===== config.mk =====
export PLATFORM = sky130hd
export DESIGN_NAME = daq_depacketizer
export DESIGN_NICKNAME = d
export VERILOG_FILES = /design/src/rtl/daq_depacketizer_pkg.sv /design/src/rtl/daq_depacketizer.sv
export SDC_FILE = /design/constraint.sdc
export NUM_CORES = 1
export LEC_CHECK = 0
export CAP_MARGIN = 10
export CORE_UTILIZATION = 48
export CTS_CLUSTER_SIZE = 14
export DETAILED_ROUTE_END_ITERATION = 10
export PLACE_DENSITY = 0.77
export SYNTH_ARGS = -nofsm -noshare
export SYNTH_HDL_FRONTEND = slang
export SYNTH_SLANG_ARGS = --single-unit

===== constraint.sdc =====
create_clock -name clk_i -period 2.4 [get_ports clk_i]
set_input_delay 0.48 -clock clk_i [delete_from_list [all_inputs] [get_ports clk_i]]
set_output_delay 0.48 -clock clk_i [all_outputs]
set_load 0.005 [all_outputs]

===== src/rtl/daq_depacketizer_pkg.sv =====
// Shared constants and checksum rule for the DAQ frame format.
// The packetizer and this decoder both use them, so the two ends stay consistent.
package daq_depacketizer_pkg;

  localparam int unsigned BYTE_W   = 8;
  localparam int unsigned SAMPLE_W = 16;
  localparam int unsigned SEQ_W    = 8;
  localparam int unsigned FCNT_W   = 16;

  localparam int unsigned N_CH_DEF = 8;
  localparam int unsigned CH_W_DEF = 3;

  localparam logic [BYTE_W-1:0] SYNC0_DEF = 8'hA5;
  localparam logic [BYTE_W-1:0] SYNC1_DEF = 8'h5A;

  // Frame layout: SYNC0, SYNC1, SEQ, N_CH x {MSB, LSB}, CSUM.
  localparam int unsigned HDR_BYTES = 3;

  // The checksum is the XOR of SEQ and every sample byte.
  function automatic logic [BYTE_W-1:0] csum_step(input logic [BYTE_W-1:0] acc,
                                                  input logic [BYTE_W-1:0] b);
    return acc ^ b;
  endfunction

endpackage


===== src/rtl/daq_depacketizer.sv =====
// Rebuilds 16-bit ADC sample frames from the packetizer byte stream on the FIFO read side.
// It finds frame sync, checks the sequence number and checksum, and emits one sample per channel.
module daq_depacketizer
  import daq_depacketizer_pkg::*;
#(
  parameter int unsigned       N_CH  = N_CH_DEF,
  parameter int unsigned       CH_W  = CH_W_DEF,
  parameter logic [BYTE_W-1:0] SYNC0 = SYNC0_DEF,
  parameter logic [BYTE_W-1:0] SYNC1 = SYNC1_DEF
) (
  input  logic                clk_i,
  input  logic                reset_i,
  input  logic                en_i,
  input  logic                fifo_empty_i,
  output logic                fifo_rdreq_o,
  input  logic [BYTE_W-1:0]   fifo_data_i,
  output logic [SAMPLE_W-1:0] sample_o,
  output logic [CH_W-1:0]     chan_o,
  output logic                sample_valid_o,
  output logic [SEQ_W-1:0]    seq_o,
  output logic                frame_done_o,
  output logic                csum_ok_o,
  output logic                err_sync_o,
  output logic                err_seq_o,
  output logic                err_csum_o,
  output logic [FCNT_W-1:0]   frame_cnt_o
);

  typedef enum logic [2:0] {
    ST_HUNT0 = 3'd0,
    ST_HUNT1 = 3'd1,
    ST_SEQ   = 3'd2,
    ST_MSB   = 3'd3,
    ST_LSB   = 3'd4,
    ST_CSUM  = 3'd5
  } state_t;

  localparam logic [CH_W-1:0] LAST_CH = CH_W'(N_CH - 1);

  state_t r_state;
  state_t w_state_nxt;

  logic                r_byte_v;
  logic [BYTE_W-1:0]   r_hi;
  logic [BYTE_W-1:0]   r_csum;
  logic [SEQ_W-1:0]    r_exp_seq;
  logic [CH_W-1:0]     r_cnt;
  logic                r_seq_locked;

  logic [BYTE_W-1:0]   w_hi;
  logic [BYTE_W-1:0]   w_csum;
  logic [SEQ_W-1:0]    w_exp_seq;
  logic [CH_W-1:0]     w_cnt;
  logic                w_seq_locked;
  logic [SAMPLE_W-1:0] w_sample;
  logic [CH_W-1:0]     w_chan;
  logic                w_sample_valid;
  logic [SEQ_W-1:0]    w_seq;
  logic                w_frame_done;
  logic                w_csum_ok;
  logic                w_err_sync;
  logic                w_err_seq;
  logic                w_err_csum;
  logic [FCNT_W-1:0]   w_frame_cnt;
  logic                w_csum_match;

  // Read data arrives the cycle after the request, so r_byte_v tracks the request.
  assign fifo_rdreq_o = en_i & ~fifo_empty_i & ~reset_i;
  assign w_csum_match = (fifo_data_i == r_csum);

  always_ff @(posedge clk_i or posedge reset_i) begin
    if (reset_i) r_state <= ST_HUNT0;
    else         r_state <= w_state_nxt;
  end

  always_comb begin
    w_state_nxt = r_state;
    if (r_byte_v) begin
      case (r_state)
        ST_HUNT0: if (fifo_data_i == SYNC0) w_state_nxt = ST_HUNT1;
        ST_HUNT1: begin
          if (fifo_data_i == SYNC1)      w_state_nxt = ST_SEQ;
          else if (fifo_data_i != SYNC0) w_state_nxt = ST_HUNT0;
        end
        ST_SEQ:   w_state_nxt = ST_MSB;
        ST_MSB:   w_state_nxt = ST_LSB;
        ST_LSB:   w_state_nxt = (r_cnt == LAST_CH) ? ST_CSUM : ST_MSB;
        ST_CSUM:  w_state_nxt = ST_HUNT0;
        default:  w_state_nxt = ST_HUNT0;
      endcase
    end
  end

  always_comb begin
    w_hi           = r_hi;
    w_csum         = r_csum;
    w_exp_seq      = r_exp_seq;
    w_cnt          = r_cnt;
    w_seq_locked   = r_seq_locked;
    w_sample       = sample_o;
    w_chan         = chan_o;
    w_seq          = seq_o;
    w_csum_ok      = csum_ok_o;
    w_frame_cnt    = frame_cnt_o;
    w_sample_valid = 1'b0;
    w_frame_done   = 1'b0;
    w_err_sync     = 1'b0;
    w_err_seq      = 1'b0;
    w_err_csum     = 1'b0;
    if (r_byte_v) begin
      case (r_state)
        ST_HUNT0: w_err_sync = (fifo_data_i != SYNC0);
        ST_HUNT1: w_err_sync = (fifo_data_i != SYNC1) && (fifo_data_i != SYNC0);
        ST_SEQ: begin
          w_seq     = fifo_data_i;
          w_csum    = fifo_data_i;
          w_cnt     = '0;
          w_err_seq = r_seq_locked && (fifo_data_i != r_exp_seq);
          // Expected sequence always follows the byte just received.
          w_exp_seq = fifo_data_i + 8'd1;
        end
        ST_MSB: begin
          w_hi   = fifo_data_i;
          w_csum = csum_step(r_csum, fifo_data_i);
        end
        ST_LSB: begin
          w_sample       = {r_hi, fifo_data_i};
          w_chan         = r_cnt;
          w_sample_valid = 1'b1;
          w_csum         = csum_step(r_csum, fifo_data_i);
          if (r_cnt != LAST_CH) w_cnt = r_cnt + CH_W'(1);
        end
        ST_CSUM: begin
          w_frame_done = 1'b1;
          w_csum_ok    = w_csum_match;
          if (w_csum_match) begin
            w_seq_locked = 1'b1;
            w_frame_cnt  = frame_cnt_o + FCNT_W'(1);
          end else begin
            w_err_csum   = 1'b1;
            w_seq_locked = 1'b0;
          end
        end
        default: ;
      endcase
    end
  end

  always_ff @(posedge clk_i or posedge reset_i) begin
    if (reset_i) begin
      r_byte_v       <= 1'b0;
      r_hi           <= '0;
      r_csum         <= '0;
      r_exp_seq      <= '0;
      r_cnt          <= '0;
      r_seq_locked   <= 1'b0;
      sample_o       <= '0;
      chan_o         <= '0;
      sample_valid_o <= 1'b0;
      seq_o          <= '0;
      frame_done_o   <= 1'b0;
      csum_ok_o      <= 1'b0;
      err_sync_o     <= 1'b0;
      err_seq_o      <= 1'b0;
      err_csum_o     <= 1'b0;
      frame_cnt_o    <= '0;
    end else begin
      r_byte_v       <= fifo_rdreq_o;
      r_hi           <= w_hi;
      r_csum         <= w_csum;
      r_exp_seq      <= w_exp_seq;
      r_cnt          <= w_cnt;
      r_seq_locked   <= w_seq_locked;
      sample_o       <= w_sample;
      chan_o         <= w_chan;
      sample_valid_o <= w_sample_valid;
      seq_o          <= w_seq;
      frame_done_o   <= w_frame_done;
      csum_ok_o      <= w_csum_ok;
      err_sync_o     <= w_err_sync;
      err_seq_o      <= w_err_seq;
      err_csum_o     <= w_err_csum;
      frame_cnt_o    <= w_frame_cnt;
    end
  end

endmodule

==> results of run 1 <==
[power breakdown]
part | internal [mW] | leakage, nW | switching [mW]
logic | 0.695 | 1.04 | 0.628
clock network | 0.508 | 0.0993 | 0.483
registers | 1.72 | 1.04 | 0.283
[area by class of cell]
| class | instances | area, um2 |
|---|---|---|
| well taps | 102 | 128 |
| repair buffers | 83 | 801 |
| clock buffers | 11 | 141 |
| clock inverters | 5 | 56.3 |
| flip-flops and latches | 80 | 2000 |
| multi-input cells | 238 | 1660 |
| fillers | 630 | 2860 |
| inverters | 9 | 40.0 |
[cell usage in the layout (no fill, tap or decap), types with 2 or more instances in the layout]
cell | synthesis | final
sky130_fd_sc_hd__nand4_1 | 6 | 6
sky130_fd_sc_hd__nor2_1 | 5 | 5
sky130_fd_sc_hd__xor2_1 | 14 | 14
sky130_fd_sc_hd__clkinv_2 | 0 | 2
sky130_fd_sc_hd__mux2_2 | 26 | 26
sky130_fd_sc_hd__a21oi_1 | 18 | 18
sky130_fd_sc_hd__nor2_2 | 2 | 2
sky130_fd_sc_hd__clkdlybuf4s50_1 | 0 | 61
sky130_fd_sc_hd__and3_1 | 7 | 7
sky130_fd_sc_hd__dfrtp_1 | 80 | 80
sky130_fd_sc_hd__ha_1 | 6 | 6
sky130_fd_sc_hd__buf_12 | 0 | 2
sky130_fd_sc_hd__a22oi_1 | 2 | 2
sky130_fd_sc_hd__a32o_1 | 7 | 7
sky130_fd_sc_hd__clkinvlp_4 | 0 | 2
sky130_fd_sc_hd__nor3_1 | 3 | 3
sky130_fd_sc_hd__buf_4 | 3 | 20
sky130_fd_sc_hd__nand4_2 | 3 | 3
sky130_fd_sc_hd__nand3_1 | 19 | 19
sky130_fd_sc_hd__clkbuf_8 | 0 | 10
sky130_fd_sc_hd__nor4_1 | 4 | 4
sky130_fd_sc_hd__xnor2_1 | 22 | 22
sky130_fd_sc_hd__o21ai_0 | 25 | 25
sky130_fd_sc_hd__and4_1 | 3 | 3
sky130_fd_sc_hd__inv_1 | 7 | 6
sky130_fd_sc_hd__nand2_1 | 48 | 48
sky130_fd_sc_hd__nor3b_1 | 2 | 2
[synthesized netlist by cell type, drive strengths merged, types with 3 or more instances]
cell	n	area, um2
mux2	26	293
nand3	19	95.1
a32o	7	70.1
ha	6	75.1
nor4	5	46.3
inv	9	36.3
and4	3	26.3
nor3	4	25.0
buf	13	76.3
o21ai	25	125
nand4	10	96.4
and3	7	43.8
clkbuf	11	41.3
nand2	48	180
xnor2	23	209
nor2	7	31.3
dfrtp	80	2000
xor2	14	123
a21oi	18	90.1
[worst reg2reg max path: stages, from the launching register on]
cell	delay [ps]
sky130_fd_sc_hd__dfrtp_1	540
sky130_fd_sc_hd__inv_4	110
sky130_fd_sc_hd__nor2_2	380
sky130_fd_sc_hd__nand3_1	490
sky130_fd_sc_hd__mux2_2	430
[state kept, by name, summed over array words and instances, names as in the netlist, 3 cells and up]
register / count
seq_o: 8
r_exp_seq: 8
r_csum: 8
r_state: 3
frame_cnt_o: 16
sample_o: 16
r_hi: 8
r_cnt: 3
chan_o: 3
[logic make-up after synthesis]
logic type      after synthesis  synth area share (%)
simple gates                110                  15.7
flops                        80                  52.5
compound gates               58                  9.22
xor+xnor                     37                  8.69
buf+inv                      33                  4.03
mux                          27                  7.94
fa+ha+maj                     6                  1.97
[per-stage QoR]
stage | std cells | hold slack, ps | instance area (um2)
6_report | 528 | 452 | 4830
5_1_grt | 528 | 463 | 4830
4_1_cts | 528 | 446 | 4830
3_5_place_dp | 512 | 465 | 4630
3_3_place_gp | 512 | 458 | 4630
2_1_floorplan | 351 | 444 | 3820
[path summary, 6_finish.rpt]
check | start | endpoint | slack (ps)
min in group clk_i | frame_cnt_o[15]$_DFFE_PP0P_ | frame_cnt_o[15]$_DFFE_PP0P_ | 480
worst min-delay path | reset_i | sample_o[3]$_DFFE_PP0P_ | 450
worst min register to register | frame_cnt_o[15]$_DFFE_PP0P_ | frame_cnt_o[15]$_DFFE_PP0P_ | 480
max in group asynchronous | reset_i | frame_cnt_o[4]$_DFFE_PP0P_ | 1470
worst max-delay path | reset_i | fifo_rdreq_o | 130
worst max register to register | r_state[1]$_DFFE_PP0P_ | r_hi[4]$_DFFE_PP0P_ | 350
[metal layers]
metal  global-route usage, %  part of all wire (%)  vias up
li1                        -                     -     1361
met2                    35.3                    47       88
met4                    7.28                   1.0        0
met5                       0                     0        -
met1                    29.3                    47     1445
met3                    5.11                   5.7       10
==> results summary, run 1 <==
The share of cells above drive strength 1 is 17.6%. The number of inserted diodes came out at 0. The leakage power summed over all cells came out at 2.18 nW. The effective utilization at floorplan is 49.6%. The cell type of the slowest stage on the worst timing path is sky130_fd_sc_hd__clkdlybuf4s50_1. The number of post-CTS setup repair buffers is 0. The detail route stage leaves a number of antenna-violating nets equal to 0. The number of cells on the worst reg-to-reg path is 4. Clock-pin slew was measured on the worst setup and hold paths at 80 ps. The number of max-cap violations came out at 0. The clock drives 80 sinks. Dividing the final minimum period by the clock period gives 94.7%. The synthesized design contains 0 enable-type register cells. Setup violations remaining at the end of the flow were counted as 0. The sequential fraction of the synthesis area came out at 52.5%. Prior to clock tree synthesis, the placed netlist has a worst setup slack of 57.0 ps. The number of antenna violations at the first check in global routing came to 0.

The worst path meets setup with 126 ps of slack. In this run the tightest slew margin relative to its limit is 64.9%. Among all flip-flop cells after synthesis, the most frequent one is sky130_fd_sc_hd__dfrtp_1. The clock latency on the worst-skew pair came out at 350 ps. The detailed-routing iteration count for the pre-antenna-repair pass is 4. The final setup TNS is 0 ps. The count of endpoints failing hold in the final timing report came out at 0. The area growth from synthesis to final layout came out at 26.5%. The delay of the slowest critical-path stage is 580 ps. Across the VDD grid, the largest voltage drop is 0.663 mV. The number of port buffers is 61.

The vertical die dimension is 91.2 um. The clock root buffer is sky130_fd_sc_hd__clkbuf_8. Synthesis handed over a netlist of 351 instances.

The overall routing resource usage is 21.9%. Setup repair after global routing left no endpoint under its margin. By startpoint and endpoint, the worst setup path is classified as input port to output pin. The buffer and inverter count on the worst path is 2. The number of top-level design ports came out at 62. The CTS tree is done. At the pin with the least slew margin, the transition time is 525 ps. Entering global routing, the biggest net connects 42 pins.

The post-synthesis register bit count is 80. The wire length of the first global-routing pass came out at 14.1 mm. The async set-reset flop share out of synthesis is 100%. In this run the standard cell core region covers 0.00769 mm2. The warning count from the yosys run is 0. Grouping stages by cell kind, the critical path spends the most delay in buffers and inverters.

In the final routed layout, each cell accounts on average for 15.8 um. Static timing analysis puts the maximum clock frequency at 440 MHz. The die outline area came out at 0.00831 mm2. The initial detailed-routing violation count came out at 177. The final design utilization is 62.8%. The floorplan die width is 91.2 um. In this run the cell area of the synthesized design comes to 0.00381 mm2.

The worst path needs 2270 ps of the cycle, external delays included. The number of CTS-inserted buffers came out at 9. The via count of the first global-routing pass came to 2918.

The distinct cell type count after synthesis is 44. The number of nets produced by synthesis is 369. The number of remaining DRC errors is 0.

The congestion estimate from routability-driven global placement came to 0.848. Total power for the finished layout comes to 4.31 mW. The total power divided by cell area is 893 mW/mm2. The most numerous cell type found on the critical path is sky130_fd_sc_hd__clkdlybuf4s50_1. Data on the critical path arrives at its endpoint at 1790 ps. The number of pins with negative max-slew slack in the final report is 0. The worst min-delay path category is input port to async pin.

The number of rows in the core area is 32. Buffers inserted to repair hold after CTS numbered 0. Walking the worst path, the cells encountered are clkdlybuf4s50_1 > nor3b_1 > clkdlybuf4s50_1. The total overflow left after global routing is 0. After the last flow step, the layout net total stands at 439. The post-detailed-placement half-perimeter wirelength is 5.85 mm. The setup skew after layout came out at 10.6 ps. After clock tree synthesis, the repair step resized 0 gates. Dividing the detail-routed via count by the number of cells gives 5.50. The run finished with clean final reports.

The worst setup path is captured at an output pin. Summing over every cut layer, the via total after detailed routing is 2904. The H-tree depth came out at 3. In this run the deepest clock path goes through 2 buffers.

The critical path depth is 3. The critical path startpoint category is an input port. The data required time of the critical path is 1920 ps.

The maximum net fanout on the critical path is 2. The wire length reported by the detailed router came out at 8.33 mm. The mean post-synth cell area came out at 10.9 um2.
Note: power is estimated with default switching activity, not from simulation.
==> run 2, diff against run 1 <==
- SETUP_SLACK_MARGIN: not set -> 0.2
==> results summary, run 2 (synthesized netlist as in run 1, its figures left out) <==
The post-detailed-placement half-perimeter wirelength is 5.85 mm (unchanged). The count of endpoints failing hold in the final timing report came out at 0 (unchanged). The core outline area is 0.00769 mm2 (unchanged).

The total power divided by cell area is 892 mW/mm2 (was 893 mW/mm2). The vertical die dimension is 91.2 um (unchanged). The number of post-CTS setup repair buffers was 0 (unchanged). The quantity of hold-fixing buffers added after cts is 0 (unchanged).

The final setup TNS is 0 ps (unchanged). Result of the run: finished, final reports clean (unchanged). The die outline area was 0.00831 mm2 (unchanged). The clock net sink count was 80 (unchanged). The worst min-delay path category is input port to async pin (unchanged). The wire length reported by the detailed router came to 8.28 mm (was 8.33 mm). The shortest period the worst path allows came out at 2020 ps (was 2270 ps). The clock latency on the worst-skew pair is 350 ps (about the same). The routability congestion estimate from global placement came out at 0.848 (unchanged). The number of rows in the core area is 32 (unchanged). The number of inserted diodes is 0 (unchanged).

The maximum vdd ir drop is 0.663 mV (about the same). The clock-pin transition on the worst setup and hold timing paths is 80 ps (about the same). The area growth from synthesis to final layout came to 26.6% (was 26.5%). The leakage power summed over all cells is 2.18 nW (about the same). The number of filler cells placed in the layout came out at 629 (was 630). The setup skew after layout is 9.11 ps (was 10.6 ps). The commonest non-fill, non-tap cell in the layout is sky130_fd_sc_hd__dfrtp_1 (unchanged).

The final setup violation count is 0 (unchanged). The data required time of the critical path is 2630 ps (was 1920 ps). The data arrival time at the worst-slack endpoint came to 2250 ps (was 1790 ps). The H-tree depth came out at 3 (unchanged). The detailed-route via count is 2901 (was 2904). The final routed wire length divided by cell count was 15.7 um (was 15.8 um).

The effective utilization at floorplan came out at 49.6% (unchanged). The overall routing resource usage is 22.0% (was 21.9%). The post-route antenna net violation count came out at 0 (unchanged). The final design utilization was 62.8% (about the same). Setup repair after global routing missed its margin: no (unchanged). The number of port buffers is 61 (unchanged). The CTS tree is done (unchanged). The initial detailed-routing violation count is 198 (was 177). The number of CTS-inserted buffers is 9 (unchanged). The global-route congestion overflow total is 0 (unchanged). The internal reg-to-reg setup slack is 380 ps (was 350 ps). Largest registers: frame_cnt_o x16, sample_o x16 (unchanged). The detailed-routing iteration count for the pre-antenna-repair pass was 4 (unchanged).

The hold slack is 476 ps (was 452 ps). The number of standard cells in the final layout excluding fillers was 528 (unchanged). The start-to-end type of the worst setup path is register to register (was input port to output pin). The critical path startpoint category was a register (was input port). The number of remaining DRC errors is 0 (unchanged). The endpoint class of the critical path was a register (was output pin). The number of max-cap violations is 0 (unchanged). The final net count is 439 (unchanged).

The share of cells above drive strength 1 was 17.8% (was 17.6%). The highest clock rate was 495 MHz (was 440 MHz). The maximum buffer depth of the clock tree was 2 (unchanged).

The routed via count divided by cell count is 5.49 (was 5.50). The number of pins with negative max-slew slack in the final report is 0 (unchanged). The pin count of the biggest net entering global routing came out at 42 (unchanged). The floorplan die width was 91.2 um (unchanged). The slew of the pin with the lowest slew margin is 508 ps (was 525 ps). The final worst-path cycle share came out at 84.1% (was 94.7%). The post-cts sizing count is 2 (was 0). The clock root buffer is sky130_fd_sc_hd__clkbuf_8 (unchanged). The maximum net fanout on the critical path is 11 (was 2). Most frequent cells in the layout: sky130_fd_sc_hd__dfrtp_1 (80), sky130_fd_sc_hd__clkdlybuf4s50_1 (60), sky130_fd_sc_hd__nand2_1 (48) (was sky130_fd_sc_hd__dfrtp_1 (80), sky130_fd_sc_hd__clkdlybuf4s50_1 (61), sky130_fd_sc_hd__nand2_1 (48)). The number of antenna violations at the first check in global routing came out at 0 (unchanged).

The via count of the first global-routing pass is 2918 (unchanged). The worst setup timing slack at the placement stage came out at 57.0 ps (unchanged). The setup slack after layout was 381 ps (was 126 ps). The wire length of the first global-routing pass came out at 14.1 mm (about the same). The total placed cells including tap cells is 512 (unchanged). The number of top-level design ports came out at 62 (unchanged).

The worst relative slew slack is 66.1% (was 64.9%).
==> run 2: layout make-up <==
type / count / area, um2 / share of cell area [%]
inverters: 9 / 40.0 / 0.829
clock inverters: 5 / 56.3 / 1.17
clock buffers: 11 / 141 / 2.93
well taps: 102 / 128 / 2.64
flip-flops and latches: 80 / 2000 / 41.4
repair buffers: 83 / 800 / 16.6
multi-input cells: 238 / 1660 / 34.4
==> run 2: routing by layer <==
layer,wire [um],share of wire [%],GRT usage (%)
met2,3890,47,35.3
met5,0,0,0
met1,3910,47,29.4
met4,104,1.3,7.28
met3,379,4.6,5.11
==> run 2: stage by stage <==
step	power (mW)	instance area, um2
2_1_floorplan	2.80	3820
4_1_cts	4.34	4830
6_report	4.31	4830
3_5_place_dp	3.34	4630
5_1_grt	4.60	4830
3_3_place_gp	3.28	4630
==> run 2: critical path, stage by stage (launching register included) <==
cell and delay [ps]:
sky130_fd_sc_hd__dfrtp_1 530, sky130_fd_sc_hd__inv_4 100, sky130_fd_sc_hd__nor2_2 380, sky130_fd_sc_hd__nand3_1 470
sky130_fd_sc_hd__mux2_2 420
==> run 2: report_power, final <==
| part | switching [mW] | internal, mW |
|---|---|---|
| Sequential | 0.283 | 1.72 |
| Clock | 0.481 | 0.508 |
| Combinational | 0.627 | 0.695 |
==> run 2: worst paths after layout <==
check | cells after the start | start | endpoint
worst max register to register | 4 | r_state[1]$_DFFE_PP0P_ | r_hi[4]$_DFFE_PP0P_
worst max-delay path | 4 | r_state[1]$_DFFE_PP0P_ | r_hi[4]$_DFFE_PP0P_
worst min-delay path | 2 | reset_i | sample_o[3]$_DFFE_PP0P_
max in group asynchronous | 3 | reset_i | frame_cnt_o[4]$_DFFE_PP0P_
worst min register to register | 1 | frame_cnt_o[15]$_DFFE_PP0P_ | frame_cnt_o[15]$_DFFE_PP0P_
min in group clk_i | 1 | frame_cnt_o[15]$_DFFE_PP0P_ | frame_cnt_o[15]$_DFFE_PP0P_
==> run 3, diff against run 2 <==
- clock period: 2.4 -> 1.73 ns (I/O delays scaled with it)
==> results summary, run 3 (synthesized netlist as in run 1, its figures left out) <==
Result of the run: finished, final reports clean (unchanged). The number of port buffers came to 61 (unchanged). The CTS tree is done (unchanged). The number of pins with negative max-slew slack in the final report is 0 (unchanged). The clock latency on the worst-skew pair is 360 ps (was 350 ps). The worst relative slew slack came to 72.7% (was 66.1%). The internal reg-to-reg setup slack came out at 80 ps (was 380 ps). The critical path startpoint category was an input port (was register). The number of remaining DRC errors is 0 (unchanged). The register area came out at 0.00201 mm2 (was 0.00200 mm2). The total placed cells including tap cells is 523 (was 512). The number of rows in the core area came out at 32 (unchanged). The global-route congestion overflow total came out at 0 (unchanged). The initial detailed-routing violation count came out at 139 (was 198).

The wire length of the first global-routing pass is 16.0 mm (was 14.1 mm). The switching share of total power came out at 35.4% (was 32.3%). The area growth from synthesis to final layout came out at 41.8% (was 26.6%). The clock root buffer was sky130_fd_sc_hd__clkbuf_8 (unchanged). The number of inserted diodes is 0 (unchanged). The H-tree depth came out at 3 (unchanged). The number of CTS-inserted buffers came out at 9 (unchanged). The maximum net fanout on the critical path is 5 (was 11).

The count of endpoints failing hold in the final timing report is 0 (unchanged). The final setup violation count is 0 (unchanged). The final routed wire length divided by cell count came to 16.4 um (was 15.7 um). The post-route antenna net violation count came out at 0 (unchanged). The number of antenna violations at the first check in global routing is 0 (unchanged). The share of cells above drive strength 1 is 33.5% (was 17.8%). The relative contribution of combinational cells to total power came out at 35.8% (was 30.7%). The most crowded layer after global routing was met2 (unchanged).

The core outline area came out at 0.00769 mm2 (unchanged). The highest clock rate came out at 603 MHz. The overall routing resource usage was 24.7% (was 22.0%).

The leakage power summed over all cells came to 2.75 nW (was 2.18 nW). The via count of the first global-routing pass is 3294 (was 2918). The post-detailed-placement half-perimeter wirelength came out at 5.95 mm (was 5.85 mm).

The area of the multi-input gates is 0.00186 mm2 (was 0.00166 mm2). The share of total power in sequential cells came out at 44.6% (was 46.4%). The routed via count divided by cell count came out at 5.41 (was 5.49). The final worst-path cycle share is 95.9%. The setup skew after layout is 8.23 ps (was 9.11 ps). The number of max-cap violations came out at 0 (unchanged). The data arrival time at the worst-slack endpoint came to 1900 ps (was 2250 ps). The start-to-end type of the worst setup path was input port to register (was register to register). The final net count came to 488 (was 439). The floorplan die width came to 91.2 um (unchanged). The vertical die dimension came out at 91.2 um (unchanged). The total internal power is 4.07 mW (was 2.92 mW). The smallest clock period supported by the final layout is computed as 1660 ps.

The met2 track demand over resource came out at 43.6% (was 35.3%). The total power divided by cell area came out at 1160 mW/mm2 (was 892 mW/mm2). The net switching power of the design came out at 2.23 mW (was 1.39 mW). The slew of the pin with the lowest slew margin is 409 ps (was 508 ps). The wire length reported by the detailed router came out at 9.49 mm (was 8.28 mm).

The number of filler cells placed in the layout came to 563 (was 629). The met3 track demand over resource is 4.02% (was 5.11%). The effective utilization at floorplan came out at 49.6% (unchanged). The met1 track utilization from global routing came out at 29.6% (was 29.4%). Most frequent cells in the layout: sky130_fd_sc_hd__dfrtp_1 (73), sky130_fd_sc_hd__buf_4 (54), sky130_fd_sc_hd__dlygate4sd2_1 (50) (was sky130_fd_sc_hd__dfrtp_1 (80), sky130_fd_sc_hd__clkdlybuf4s50_1 (60), sky130_fd_sc_hd__nand2_1 (48)). The clock network fraction of total power is 19.6% (was 22.9%).

The setup slack after layout is 71.4 ps (was 381 ps). The routability congestion estimate from global placement came out at 0.850 (was 0.848). The die outline area is 0.00831 mm2 (unchanged). The detailed-route via count came out at 3123 (was 2901). The worst setup timing slack at the placement stage was -411 ps (was 57.0 ps).

The startpoint of the worst register-to-register path is r_csum[6]$_DFFE_PP0P_ (was r_state[1]$_DFFE_PP0P_). The end of the worst register-to-register path is frame_cnt_o[7]$_DFFE_PP0P_ (was r_hi[4]$_DFFE_PP0P_). The commonest non-fill, non-tap cell in the layout is sky130_fd_sc_hd__dfrtp_1 (unchanged). The number of standard cells in the final layout excluding fillers is 577 (was 528). The worst reg-to-reg path cell count was 5 (was 4). The worst min-delay path category is input port to async pin (unchanged). Setup repair after global routing missed its margin: yes (was no). The clock-pin transition on the worst setup and hold timing paths was 90 ps (was 80 ps). The number of top-level design ports is 62 (unchanged). Largest registers: frame_cnt_o x16, sample_o x16 (unchanged). The quantity of hold-fixing buffers added after cts is 0 (unchanged).

The detailed-routing iteration count for the pre-antenna-repair pass came out at 4 (unchanged). The maximum vdd ir drop came to 0.762 mV (was 0.663 mV). The hold slack is 448 ps (was 476 ps). The pin count of the biggest net entering global routing was 28 (was 42).

The data required time of the critical path is 1970 ps (was 2630 ps). The clock net sink count came out at 80 (unchanged). The maximum buffer depth of the clock tree was 2 (unchanged).

The endpoint class of the critical path was a register (unchanged).
## run 3: changes by cell type in the layout (fill, tap and decap cells not counted), moves of 6 or more
cell,delta
sky130_fd_sc_hd__dfrtp_2,+7
sky130_fd_sc_hd__xnor2_1,-7
sky130_fd_sc_hd__buf_4,+34
sky130_fd_sc_hd__dlygate4sd2_1,+49
sky130_fd_sc_hd__dfrtp_1,-7
sky130_fd_sc_hd__xnor2_2,+6
sky130_fd_sc_hd__buf_6,+11
sky130_fd_sc_hd__clkdlybuf4s50_1,-55
## run 3: worst max-delay path, stage by stage
cell and delay, ps:
sky130_fd_sc_hd__clkdlybuf4s50_1 490, sky130_fd_sc_hd__xnor2_2 250, sky130_fd_sc_hd__nand4_4 180, sky130_fd_sc_hd__nor4_4 300, sky130_fd_sc_hd__nand4_1 170, sky130_fd_sc_hd__xnor2_1 160
## run 3: per-stage QoR
| step | area (um2) | utilization, % | setup TNS, ps | total power [mW] |
|---|---|---|---|---|
| 2_1_floorplan | 3850 | - | 0 | 3.91 |
| 3_3_place_gp | 4770 | 62.0 | -6100 | 4.62 |
| 3_5_place_dp | 4770 | 62.0 | -6850 | 4.73 |
| 4_1_cts | 5270 | 68.6 | 0 | 6.13 |
| 5_1_grt | 5410 | 70.3 | 0 | 6.67 |
| 6_report | 5410 | 70.3 | 0 | 6.30 |
## run 3: worst max-delay path by stage
stage / from / to / slack (ps) / cells past startpoint
final: fifo_data_i[2] / frame_cnt_o[7]$_DFFE_PP0P_ / 70 / 6
after floorplan: r_state[1]$_DFFE_PP0P_ / frame_cnt_o[11]$_DFFE_PP0P_ / 190 / 8
after CTS: r_csum[6]$_DFFE_PP0P_ / frame_cnt_o[7]$_DFFE_PP0P_ / 90 / 5
after global routing: r_csum[3]$_DFFE_PP0P_ / frame_cnt_o[11]$_DFFE_PP0P_ / 2 / 5
after global placement: fifo_data_i[5] / frame_cnt_o[11]$_DFFE_PP0P_ / -380 / 6
after detailed placement: fifo_data_i[5] / frame_cnt_o[7]$_DFFE_PP0P_ / -410 / 6
## run 3: repair_timing
item,in CTS,in global routing
buffers inserted,31,6
pin swaps,15,10
resized for setup,86,34
setup endpoints to repair,99,70
gates cloned,1,0
## run 3: layout make-up
type,count,share of cell area [%]
inverter,9,0.902
timing repair buffer,132,21.9
multi-input combinational,238,34.5
clock inverter,7,0.879
tap,102,2.36
sequential,80,37.2
clock buffer,9,2.29
## run 3: power groups by stage
stage | logic [mW] | registers (mW) | clock network (mW)
detailed placement | 1.92 | 2.80 | 0
floorplan | 1.19 | 2.73 | 0
global route | 2.47 | 2.87 | 1.34
finish | 2.26 | 2.81 | 1.24
global placement | 1.85 | 2.77 | 0
CTS | 2.09 | 2.78 | 1.25
## run 3: per-layer routing
layer | vias up | wire, um
met5 | - | 0
met4 | 0 | 238
met3 | 22 | 427
met2 | 94 | 4890
met1 | 1544 | 3940
li1 | 1463 | -
